$ cat src/rtl/arbitro_memoria.sv
// Shares one single-port unified memory between instruction fetch and data
// access. Data has priority; a bounded streak counter keeps fetch from starving.
module arbitro_memoria #(
  parameter int unsigned MAX_RACHA = 4
) (
  input  logic        clk,
  input  logic        rst_n,
  input  logic        if_req,
  input  logic [31:0] if_addr,
  output logic [31:0] if_rdata,
  output logic        if_done,
  input  logic        d_req,
  input  logic        d_we,
  input  logic [31:0] d_addr,
  input  logic [31:0] d_wdata,
  output logic [31:0] d_rdata,
  output logic        d_done,
  output logic        mem_req,
  output logic        mem_we,
  output logic [31:0] mem_addr,
  output logic [31:0] mem_wdata,
  input  logic [31:0] mem_rdata,
  input  logic        mem_ready,
  output logic        stall_if,
  output logic        stall_mem,
  output logic        err,
  output logic [1:0]  dbg_state,
  output logic [3:0]  dbg_racha
);

  // Handshake: a requester holds x_req (and its operands) high until it sees
  // x_done for one cycle; the memory completes an access by raising mem_ready
  // while mem_req is high, and mem_req stays asserted until that sample.
  typedef enum logic [1:0] {
    IDLE   = 2'd0,
    BUSY_I = 2'd1,
    BUSY_D = 2'd2,
    FIN    = 2'd3
  } state_t;

  localparam logic [3:0] MAX_R = 4'(MAX_RACHA);

  state_t     state;
  logic [3:0] racha;
  logic       grant_d;

  // Data loses only when a fetch is waiting and the data streak is exhausted.
  assign grant_d   = d_req && !(if_req && (racha == MAX_R));
  assign stall_if  = if_req & ~if_done;
  assign stall_mem = d_req & ~d_done;
  assign dbg_state = state;
  assign dbg_racha = racha;

  always_ff @(posedge clk) begin
    if (!rst_n) begin
      state     <= IDLE;
      racha     <= 4'd0;
      err       <= 1'b0;
      mem_req   <= 1'b0;
      mem_we    <= 1'b0;
      mem_addr  <= 32'd0;
      mem_wdata <= 32'd0;
      if_rdata  <= 32'd0;
      d_rdata   <= 32'd0;
      if_done   <= 1'b0;
      d_done    <= 1'b0;
    end else begin
      case (state)
        IDLE: begin
          if (mem_ready) err <= 1'b1;
          if (grant_d) begin
            state     <= BUSY_D;
            mem_req   <= 1'b1;
            mem_we    <= d_we;
            mem_addr  <= {d_addr[31:2], 2'b00};
            mem_wdata <= d_wdata;
            racha     <= if_req ? racha + 4'd1 : 4'd0;
            if (d_addr[1:0] != 2'b00) err <= 1'b1;
          end else if (if_req) begin
            state     <= BUSY_I;
            mem_req   <= 1'b1;
            mem_we    <= 1'b0;
            mem_addr  <= {if_addr[31:2], 2'b00};
            mem_wdata <= 32'd0;
            racha     <= 4'd0;
            if (if_addr[1:0] != 2'b00) err <= 1'b1;
          end
        end
        BUSY_I: begin
          if (mem_ready) begin
            state    <= FIN;
            mem_req  <= 1'b0;
            if_rdata <= mem_rdata;
            if_done  <= 1'b1;
          end
        end
        BUSY_D: begin
          if (mem_ready) begin
            state   <= FIN;
            mem_req <= 1'b0;
            if (!mem_we) d_rdata <= mem_rdata;
            d_done  <= 1'b1;
          end
        end
        FIN: begin
          // Requests are ignored here so a requester dropping after done is never re-granted.
          if (mem_ready) err <= 1'b1;
          state   <= IDLE;
          if_done <= 1'b0;
          d_done  <= 1'b0;
        end
        default: state <= IDLE;
      endcase
    end
  end

endmodule

$ cat config.mk
export PLATFORM = sky130hd
export DESIGN_NAME = arbitro_memoria
export DESIGN_NICKNAME = d
export VERILOG_FILES = /design/src/rtl/arbitro_memoria.sv
export SDC_FILE = /design/constraint.sdc
export NUM_CORES = 1
export LEC_CHECK = 0
export ABC_CLOCK_PERIOD_IN_PS = 2000
export CAP_MARGIN = 20
export CORE_UTILIZATION = 40
export DETAILED_ROUTE_END_ITERATION = 8
export GPL_TIMING_DRIVEN = 1
export PLACE_DENSITY_LB_ADDON = 0.1
export SYNTH_ARGS = -nofsm -noshare
export SYNTH_HDL_FRONTEND = slang
export SYNTH_SLANG_ARGS = --single-unit
$ cat constraint.sdc
create_clock -name clk -period 2 [get_ports clk]
set_clock_uncertainty 0.2 [all_clocks]
set_input_delay 0.5 -clock clk [delete_from_list [all_inputs] [get_ports clk]]
set_output_delay 0.5 -clock clk [all_outputs]
set_load 0.03 [all_outputs]
==> impl_metrics.toml, run 1 <==
[sta]
finalHoldViolations = 0
finalCriticalPeriod_ps = 1940
fmax_mhz = 515
slew_viol_final = 0
post-route-worst-setup-slack_ps = 58.2
rsz0062_at_grt = "no"
timing.final.crit_share_pct = 97.1
setup_violations = 0

[layout]
post-route-cell-area_sq_mm = 0.00887
mostFrequentLayoutCells = "sky130_fd_sc_hd__nand2_1 (201), sky130_fd_sc_hd__dfxtp_1 (137), sky130_fd_sc_hd__a21oi_1 (134), sky130_fd_sc_hd__dlygate4sd2_1 (133), sky130_fd_sc_hd__clkdlybuf4s50_1 (131)"
layout_commonest_cell = "sky130_fd_sc_hd__nand2_1"
drive_above_1_share_pct = 9.73
sequential_cell_area_sq_mm = 0.00274
multi_input_area_sq_mm = 0.00237
nets = 1088
area_delta_synth_final_pct = 63.9
fillers = 1167

[worst_hold_path]
hold_path.startpoint = "mem_wdata[7]"
timing.hold.worst.class = "reg -> reg"

[yosys]
post-synth-top-area-cell = "sky130_fd_sc_hd__dfxtp_1"
unique_cell_type_count_in_the_yosys_netlist = 35
postSynthAreaPerCell_sq_um = 7.96
edff_count_synth = 0
postSynth.topFlopCell = "sky130_fd_sc_hd__dfxtp_1"
ys.warnings.count = 0
synth_top_cell_area_share_pct = 50.7
syn-cell-area_sq_mm = 0.00541
yosysSeqAreaShare_pct = 50.7
async_flop_share_pct = 0
netlist_instances = 680
synth_area_leaders = "sky130_fd_sc_hd__dfxtp_1 (51%), sky130_fd_sc_hd__nand2_1 (14%), sky130_fd_sc_hd__a21oi_1 (12%), sky130_fd_sc_hd__a21oi_2 (4.2%), sky130_fd_sc_hd__nand3_1 (3.3%)"
postSynthRegisterBits = 137

[routing]
vias_per_cell = 4.98
dr_total_vias = 5646
drt_first_pass_iters = 5
drt-initial-drc-count = 379
wl_microns = 17200
drcViolationCount = 0
drt.antenna.violating_nets = 0
routed_wire_length_per_instance_microns = 15.2

[floorplanning]
floorplan.rows = 42
core_area_sq_mm = 0.0132
effective_utilization_at_floorplan_pct = 40.9
io_pins = 275
horiz_die_dim_microns = 118
die_h_microns = 118
die_area_sq_mm = 0.0140

[placement]
place_area_sq_mm = 0.00848
port-buffer-count = 272
finalWeightedCongestion = 0.818
place.detailed.hpwl_microns = 12400
preCtsSetupSlack_ps = -239

[clock_network]
number_of_buffers_inserted_by_hold_repair_at_cts = 0
root_buffer = "sky130_fd_sc_hd__clkbuf_16"
clock_latency_late_sink_ps = 410
h-tree-depth = 4
cts.sinks = 137
cts_made_buffers = 17
max-clock-path-buffers = 2
cts.clk_slew.worst_paths_ps = 50
cts_tree = "yes"

[setup_path]
worst_setup_path_end_kind = "output pin"
worstSetupStartpointType = "flip-flop"
type_of_the_setup_path_with_the_least_slack = "reg -> out"
worst_path_dominant_cell_family = "buffers and inverters"
timing.critical_path.buf_inv = 1
worstReg2RegStart = "dbg_state[0]"
worst-endpoint-required_ps = 1300
critical_path_peak_fanout = 3
worst_path_largest_cell_delay_ps = 450
crit_slowest_cell = "sky130_fd_sc_hd__dlygate4sd2_1"
critical_path.cell_chain = "dlygate4sd2_1"
crit_path_start = "d_done"
cp_data_arrival_time_ps = 1240

[grt]
grt_max_degree = 47
antenna_found_initial = 1
remaining_global_route_overflow = 0
grt_util_all_layers_pct = 24.7
vias_in_the_first_global_route = 5521
global_route_wire_length_before_repair_microns = 27200

[run]
cap_viol_max_count = 0

[power]
combPwrFrac_pct = 40.3
clockPowerShare_pct = 27.2
net-switching-power_w = 0.00402
power.density_cell_area_mw_per_mm2 = 1210
power_leakage_nw = 3.82
swShare_pct = 37.4
cell_internal_pwr_w = 0.00673
vdd_ir_drop_max_v = 0.000655
p_seq_share_pct = 32.4

[run_status]
run_status = "finished clean"
[worst register-to-register path, delay by kind of cell (launching register included)]
kind,cells,cell delay [ps]
simple gates,1,110
buf+inv,3,510
flops,1,350
fa+ha+maj,1,180
compound gates,2,380
[power groups by stage]
stage	clock, W	combinational (W)	sequential [W]
after CTS	0.00299	0.00436	0.00349
after floorplan	0	0.00169	0.00447
after global routing	0.00311	0.00465	0.00355
final	0.00293	0.00434	0.00349
after global placement	0	0.00458	0.00352
after detailed placement	0	0.00466	0.00355
[cell usage after synthesis (2+ instances only)]
| cell | number |
|---|---|
| sky130_fd_sc_hd__nor2b_1 | 4 |
| sky130_fd_sc_hd__o21ai_0 | 35 |
| sky130_fd_sc_hd__a22oi_1 | 2 |
| sky130_fd_sc_hd__ha_1 | 7 |
| sky130_fd_sc_hd__a21oi_1 | 134 |
| sky130_fd_sc_hd__a31oi_1 | 4 |
| sky130_fd_sc_hd__nand3_1 | 36 |
| sky130_fd_sc_hd__inv_1 | 8 |
| sky130_fd_sc_hd__nor4_1 | 2 |
| sky130_fd_sc_hd__buf_6 | 4 |
| sky130_fd_sc_hd__buf_4 | 6 |
| sky130_fd_sc_hd__dfxtp_1 | 137 |
| sky130_fd_sc_hd__nand2_1 | 201 |
| sky130_fd_sc_hd__buf_1 | 3 |
| sky130_fd_sc_hd__nor3_1 | 2 |
| sky130_fd_sc_hd__clkbuf_1 | 19 |
| sky130_fd_sc_hd__a21oi_2 | 26 |
| sky130_fd_sc_hd__nor3b_1 | 2 |
| sky130_fd_sc_hd__buf_2 | 23 |
| sky130_fd_sc_hd__nor2_1 | 9 |
| sky130_fd_sc_hd__nand3b_1 | 2 |
[final cells by class]
type | count | area share [%]
diodes | 1 | 0.0282
clock buffers | 24 | 5.32
clock inverters | 4 | 0.790
inverters | 9 | 0.395
multi-input cells | 479 | 26.8
flip-flops and latches | 137 | 30.9
well taps | 176 | 2.48
repair buffers | 303 | 33.3
[sequential cells by signal, indices dropped and copies added (netlist names)]
signal / count
d_done: 1
dbg_racha: 4
d_rdata: 32
mem_wdata: 32
err: 1
mem_req: 1
if_done: 1
if_rdata: 32
mem_we: 1
mem_addr: 30
dbg_state: 2
[worst paths after layout]
kind | to | slack (ps) | cells past startpoint
setup / recovery | d_done | 60 | 1
setup reg to reg | mem_wdata[20] | 190 | 7
hold reg to reg | mem_wdata[7] | 250 | 2
hold / removal | mem_wdata[7] | 250 | 2
[cell families (layout without fill, tap and decap cells)]
kind of cell	count (synthesis)	after routing	synth area share, %
AND/OR/NAND/NOR	264	264	20.2
AO/OA/AOI/OAI	206	206	21.4
flip-flops	137	137	50.7
buffers and inverters	65	340	6.03
adder cells (fa/ha/maj)	7	7	1.62
other	1	3	0.0693
[metrics by stage]
| stage | TNS [ps] | std cells | utilization, % | hold WS [ps] | power (W) |
|---|---|---|---|---|---|
| after floorplan | 0 | 681 | - | 377 | 0.00616 |
| after global placement | -9810 | 1104 | 64.0 | 241 | 0.00811 |
| after detailed placement | -11910 | 1104 | 64.0 | 248 | 0.00821 |
| after CTS | 0 | 1132 | 67.0 | 253 | 0.0108 |
| after global routing | 0 | 1133 | 67.0 | 270 | 0.0113 |
| final | 0 | 1133 | 67.0 | 249 | 0.0107 |
[routing by layer]
metal	up-vias	share of wire [%]	GRT usage (%)
met4	0	2.6	11.1
met2	230	50	43.5
met3	27	8.3	7.87
met1	2584	39	27.0
li1	2805	-	-
met5	-	0	0
[repair_timing]
item                                    4_1_cts  5_1_grt
endpoints found under the setup margin      138        6
setup buffers                                 0        0
resized for setup                           144        5
No activity file was read; power rests on OpenSTA's default activity.
==> inputs of run 2 (changes only) <==
MAX_ROUTING_LAYER = met4   (was not set)
==> impl_metrics.toml, run 2 (synthesized netlist as in run 1, its figures left out) <==
[sta]
post-route-worst-setup-slack_ps = 58.8
timing.final.crit_share_pct = 97.1
finalHoldViolations = 0
total_negative_setup_slack_ps = 0
slew_viol_final = 0
finalCriticalPeriod_ps = 1940
rsz0062_at_grt = "no"
fmax_mhz = 515
setup_violations = 0

[clock_network]
cts_made_buffers = 17
cts.sinks = 137
cts_tree = "yes"
number_of_buffers_inserted_by_hold_repair_at_cts = 0
clock_latency_late_sink_ps = 410
post_cts_resize_count = 144
root_buffer = "sky130_fd_sc_hd__clkbuf_16"
cts.clk_slew.worst_paths_ps = 50
h-tree-depth = 4
postCtsSetupBuffers = 0
max-clock-path-buffers = 2

[setup_path]
worst_path_dominant_cell_family = "buffers and inverters"
worst_setup_path_end_kind = "output pin"
worst-endpoint-required_ps = 1300
worst_path_largest_cell_delay_ps = 450
type_of_the_setup_path_with_the_least_slack = "reg -> out"
cp_data_arrival_time_ps = 1240
crit_path_start = "d_done"
critical_path_peak_fanout = 3
worstSetupStartpointType = "flip-flop"
timing.critical_path.buf_inv = 1
critical_path.cell_chain = "dlygate4sd2_1"
crit_slowest_cell = "sky130_fd_sc_hd__dlygate4sd2_1"
worstReg2RegStart = "dbg_state[0]"

[routing]
dr_total_vias = 5653
drcViolationCount = 0
routed_wire_length_per_instance_microns = 15.2
wl_microns = 17200
drt-initial-drc-count = 390
drt.antenna.violating_nets = 0
vias_per_cell = 4.99
drt_first_pass_iters = 4

[layout]
utilization_pct = 67.0
drive_above_1_share_pct = 9.73
largest_registers = "d_rdata (32), if_rdata (32), mem_wdata (32)"
mostFrequentLayoutCells = "sky130_fd_sc_hd__nand2_1 (201), sky130_fd_sc_hd__dfxtp_1 (137), sky130_fd_sc_hd__a21oi_1 (134), sky130_fd_sc_hd__dlygate4sd2_1 (133), sky130_fd_sc_hd__clkdlybuf4s50_1 (131)"
area_delta_synth_final_pct = 63.9
fillers = 1168
layout_commonest_cell = "sky130_fd_sc_hd__nand2_1"
nets = 1088
post-route-cell-area_sq_mm = 0.00887

[floorplanning]
floorplan.rows = 42
horiz_die_dim_microns = 118
die_area_sq_mm = 0.0140
effective_utilization_at_floorplan_pct = 40.9
die_h_microns = 118
core_area_sq_mm = 0.0132
io_pins = 275

[grt]
global_route_wire_length_before_repair_microns = 27200
vias_in_the_first_global_route = 5526
remaining_global_route_overflow = 0
grt_max_degree = 47
antenna_found_initial = 1
grt_util_all_layers_pct = 25.4

[placement]
place.detailed.hpwl_microns = 12400
finalWeightedCongestion = 0.830
place_area_sq_mm = 0.00848
preCtsSetupSlack_ps = -239
port-buffer-count = 272

[power]
power_leakage_nw = 3.82
power.density_cell_area_mw_per_mm2 = 1210
p_total_w = 0.0108
vdd_ir_drop_max_v = 0.000655

[worst_hold_path]
hold_path.startpoint = "mem_wdata[7]"
timing.hold.worst.class = "reg -> reg"

[run_status]
run_status = "finished clean"

[run]
cap_viol_max_count = 0
-- run 2: cell count changes in the layout (fill, tap and decap cells not counted), sizes merged --
cell / change
diode: +1
-- run 2: routing by layer --
| metal | up-vias | GRT usage (%) | wire length, microns |
|---|---|---|---|
| met5 | - | - | 0 |
| met4 | 0 | 11.1 | 450 |
| met3 | 27 | 6.37 | 1200 |
| met2 | 217 | 43.5 | 8540 |
| met1 | 2603 | 27.9 | 7010 |
| li1 | 2806 | - | - |
-- run 2: worst register-to-register path, cell delays in order (launching register included) --
cell and delay, ps:
sky130_fd_sc_hd__dfxtp_1 350, sky130_fd_sc_hd__inv_1 120, sky130_fd_sc_hd__ha_1 180, sky130_fd_sc_hd__buf_4 160, sky130_fd_sc_hd__o21a_2 210, sky130_fd_sc_hd__buf_4 230
sky130_fd_sc_hd__nand3_1 110, sky130_fd_sc_hd__a21oi_1 170
-- run 2: worst paths after layout --
kind                        end  slack, ps  cells after the start
hold / removal     mem_wdata[7]        250                      2
hold reg to reg    mem_wdata[7]        250                      2
setup / recovery         d_done         60                      1
setup reg to reg  mem_wdata[20]        190                      7
-- run 2: stage by stage --
step | hold slack, ps | cells
floorplan | 377 | 681
global placement | 241 | 1104
detailed placement | 248 | 1104
CTS | 253 | 1132
global route | 270 | 1133
finish | 251 | 1134
-- run 2: layout make-up --
| cell class | count | area (sq um) | area share (%) |
|---|---|---|---|
| sequential | 137 | 2740 | 30.9 |
| multi-input combinational | 479 | 2370 | 26.7 |
| clock inverter | 4 | 70.1 | 0.790 |
| tap | 176 | 220 | 2.48 |
| inverter | 9 | 35.0 | 0.395 |
| antenna | 2 | 5.00 | 0.0564 |
| clock buffer | 24 | 472 | 5.32 |
| timing repair buffer | 303 | 2960 | 33.3 |
-- run 2: power breakdown --
group / switching [W] / internal [W] / total [W] / leakage, nW
combinational: 0.00271 / 0.00163 / 0.00434 / 2.43
sequential: 0.000260 / 0.00323 / 0.00349 / 1.12
clock: 0.00106 / 0.00187 / 0.00293 / 0.266
==> RTL edit: new RTL, config.mk and constraints of run 2 <==
Register the output `err` once more, cleared by the reset; this adds one clock of latency there. The other outputs are not delayed to match.
--- a/src/rtl/arbitro_memoria.sv
+++ b/src/rtl/arbitro_memoria.sv
@@ -40,6 +40,8 @@
 
   localparam logic [3:0] MAX_R = 4'(MAX_RACHA);
 
+  logic err_s0;
+
   state_t     state;
   logic [3:0] racha;
   logic       grant_d;
@@ -55,7 +57,7 @@
     if (!rst_n) begin
       state     <= IDLE;
       racha     <= 4'd0;
-      err       <= 1'b0;
+      err_s0    <= 1'b0;
       mem_req   <= 1'b0;
       mem_we    <= 1'b0;
       mem_addr  <= 32'd0;
@@ -67,7 +69,7 @@
     end else begin
       case (state)
         IDLE: begin
-          if (mem_ready) err <= 1'b1;
+          if (mem_ready) err_s0 <= 1'b1;
           if (grant_d) begin
             state     <= BUSY_D;
             mem_req   <= 1'b1;
@@ -75,7 +77,7 @@
             mem_addr  <= {d_addr[31:2], 2'b00};
             mem_wdata <= d_wdata;
             racha     <= if_req ? racha + 4'd1 : 4'd0;
-            if (d_addr[1:0] != 2'b00) err <= 1'b1;
+            if (d_addr[1:0] != 2'b00) err_s0 <= 1'b1;
           end else if (if_req) begin
             state     <= BUSY_I;
             mem_req   <= 1'b1;
@@ -83,7 +85,7 @@
             mem_addr  <= {if_addr[31:2], 2'b00};
             mem_wdata <= 32'd0;
             racha     <= 4'd0;
-            if (if_addr[1:0] != 2'b00) err <= 1'b1;
+            if (if_addr[1:0] != 2'b00) err_s0 <= 1'b1;
           end
         end
         BUSY_I: begin
@@ -104,7 +106,7 @@
         end
         FIN: begin
           // Requests are ignored here so a requester dropping after done is never re-granted.
-          if (mem_ready) err <= 1'b1;
+          if (mem_ready) err_s0 <= 1'b1;
           state   <= IDLE;
           if_done <= 1'b0;
           d_done  <= 1'b0;
@@ -114,5 +116,13 @@
     end
   end
 
+  always_ff @(posedge clk) begin
+    if (!rst_n) begin
+      err <= '0;
+    end else begin
+      err <= err_s0;
+    end
+  end
+
 endmodule
 
Formal check against the unedited RTL: not equivalent (Yosys sat finds a counterexample within 4 cycles, from zero or initial values and one cycle with rst_n low).
==> RTL edit against run 2 <==
Area after synthesis grew 0.44%; largest power group unchanged; utilization grew 0.74 points; combinational power shrank 2%; global-route usage shrank 0.058 points; worst setup slack lost 9.0 ps; count of clock-buffer cells in the layout shrank 6; routed wire length shrank 0.26%; critical path depth is the same; power grew 5.5%; non-clock buffer count shrank 1; sequential cell count grew 1; design area grew 1.1%.
==> RTL edit: results (changes against run 2) <==
metric;value;unit;change
reg-to-reg startpoint;dbg_state[1];;
#MultiIn Comb;480;;+0.21%
sequential share of cell area;30.8;%;-0.11 points
multi-input logic area;2360;sq um;-0.47%
Adder-Cell Fraction of Synth Area;1.61;%;-0.0071 points
seq_cells;138;;+0.73%
top cells by area, synth;dfxtp_1 (51%), nand2_1 (14%), a21oi_1 (12%), a21oi_2 (4.2%), nand3_1 (3.3%);;
maximum vdd drop;0.000659;V;+0.49%
fill count;1108;;-5.1%
Period minus WS final;1950;ps;+9.00 ps
Min Hold Slack;248;ps;-2.50 ps
RR Endpoint;mem_addr[3];;
Non-clk invs;9;;unchanged
met2 Usage GRT;41.6;%;-1.9 points
drt first pass iters;5;;+1
WL per Instance;15.1;um;-0.61%
Slew HR;65.2;%;
final-stage net count;1089;;+0.092%
GR Util met3;7.38;%;+1.0 points
Hold Crit Start;d_rdata[19];;
layout cells sized above 1;10.2;%;+0.47 points
Clock buffer cells;18;;-25%
PostCTS Resize Cnt;140;;-2.8%
CP max-delay cell;clkdlybuf4s15_1;;
GRT Overall Usage;25.4;%;-0.058 points
Layout clock area frac;7.60;%;+1.5 points
Setup crit start;dbg_state[0];;
Vias;5742;;+1.6%
outcome;complete, no violations;;
first-pass GRT wire length;27700;um;+2.0%
met1 track demand over resource;28.4;%;+0.43 points
GP Congestion;0.843;;+1.6%
leak pwr;0.00386;uW;+1.1%
Post-DP Area;8460;sq um;-0.22%
crit path to;dbg_state[0];;
Compound-Gate Fraction of Synth Area;21.3;%;-0.093 points
clk_lat worst skew;410;ps;about the same
Clock transition at path regs;60;ps;
largest net degree at the start of global routing;55;;+17%
Seq/Total Area, Yosys;50.8;%;+0.15 points
CP max FO;5;;+2
n_diodes;1;;-1
P per Cell Area;1260;nW/um^2;+4.3%
Largest regs;d_rdata x32, if_rdata x32, mem_wdata x32;;
post-DP HPWL;12100;um;-1.7%
DRT iter0 DRCs;385;;-1.3%
Signal buf overhead;32.4;%;-0.91 points
Non-clk bufs;302;;-0.33%
postcts setup bufs;0;;unchanged
## RTL edit: cell count changes after synthesis
cell,run 2,this run
clkinv_1,1,0
nor2_1,9,10
dfxtp_1,137,138
inv_2,0,1
## RTL edit: tightest hold or removal path, stage by stage (launching register included)
cell     delay (ps)
dfxtp_1         300
nand2_1          50
a21oi_1          50
## RTL edit: per-stage QoR
stage / std cells / TNS, ps / total power (uW)
after global placement: 1105 / -10770 / 8040
final: 1138 / 0 / 11300
after floorplan: 683 / 0 / 6180
after global routing: 1138 / 0 / 11900
after CTS: 1137 / 0 / 11400
after detailed placement: 1105 / -13800 / 8150
## RTL edit: per-layer routing
| layer | vias up | wire length (um) |
|---|---|---|
| met2 | 225 | 8450 |
| met5 | - | 0 |
| li1 | 2808 | - |
| met4 | 0 | 573 |
| met3 | 43 | 1180 |
| met1 | 2666 | 6950 |
## RTL edit: report_power, final
part | switching, uW | total, uW | internal [uW]
logic | 2690 | 4240 | 1550
registers | 263 | 3510 | 3250
clock network | 1210 | 3590 | 2380
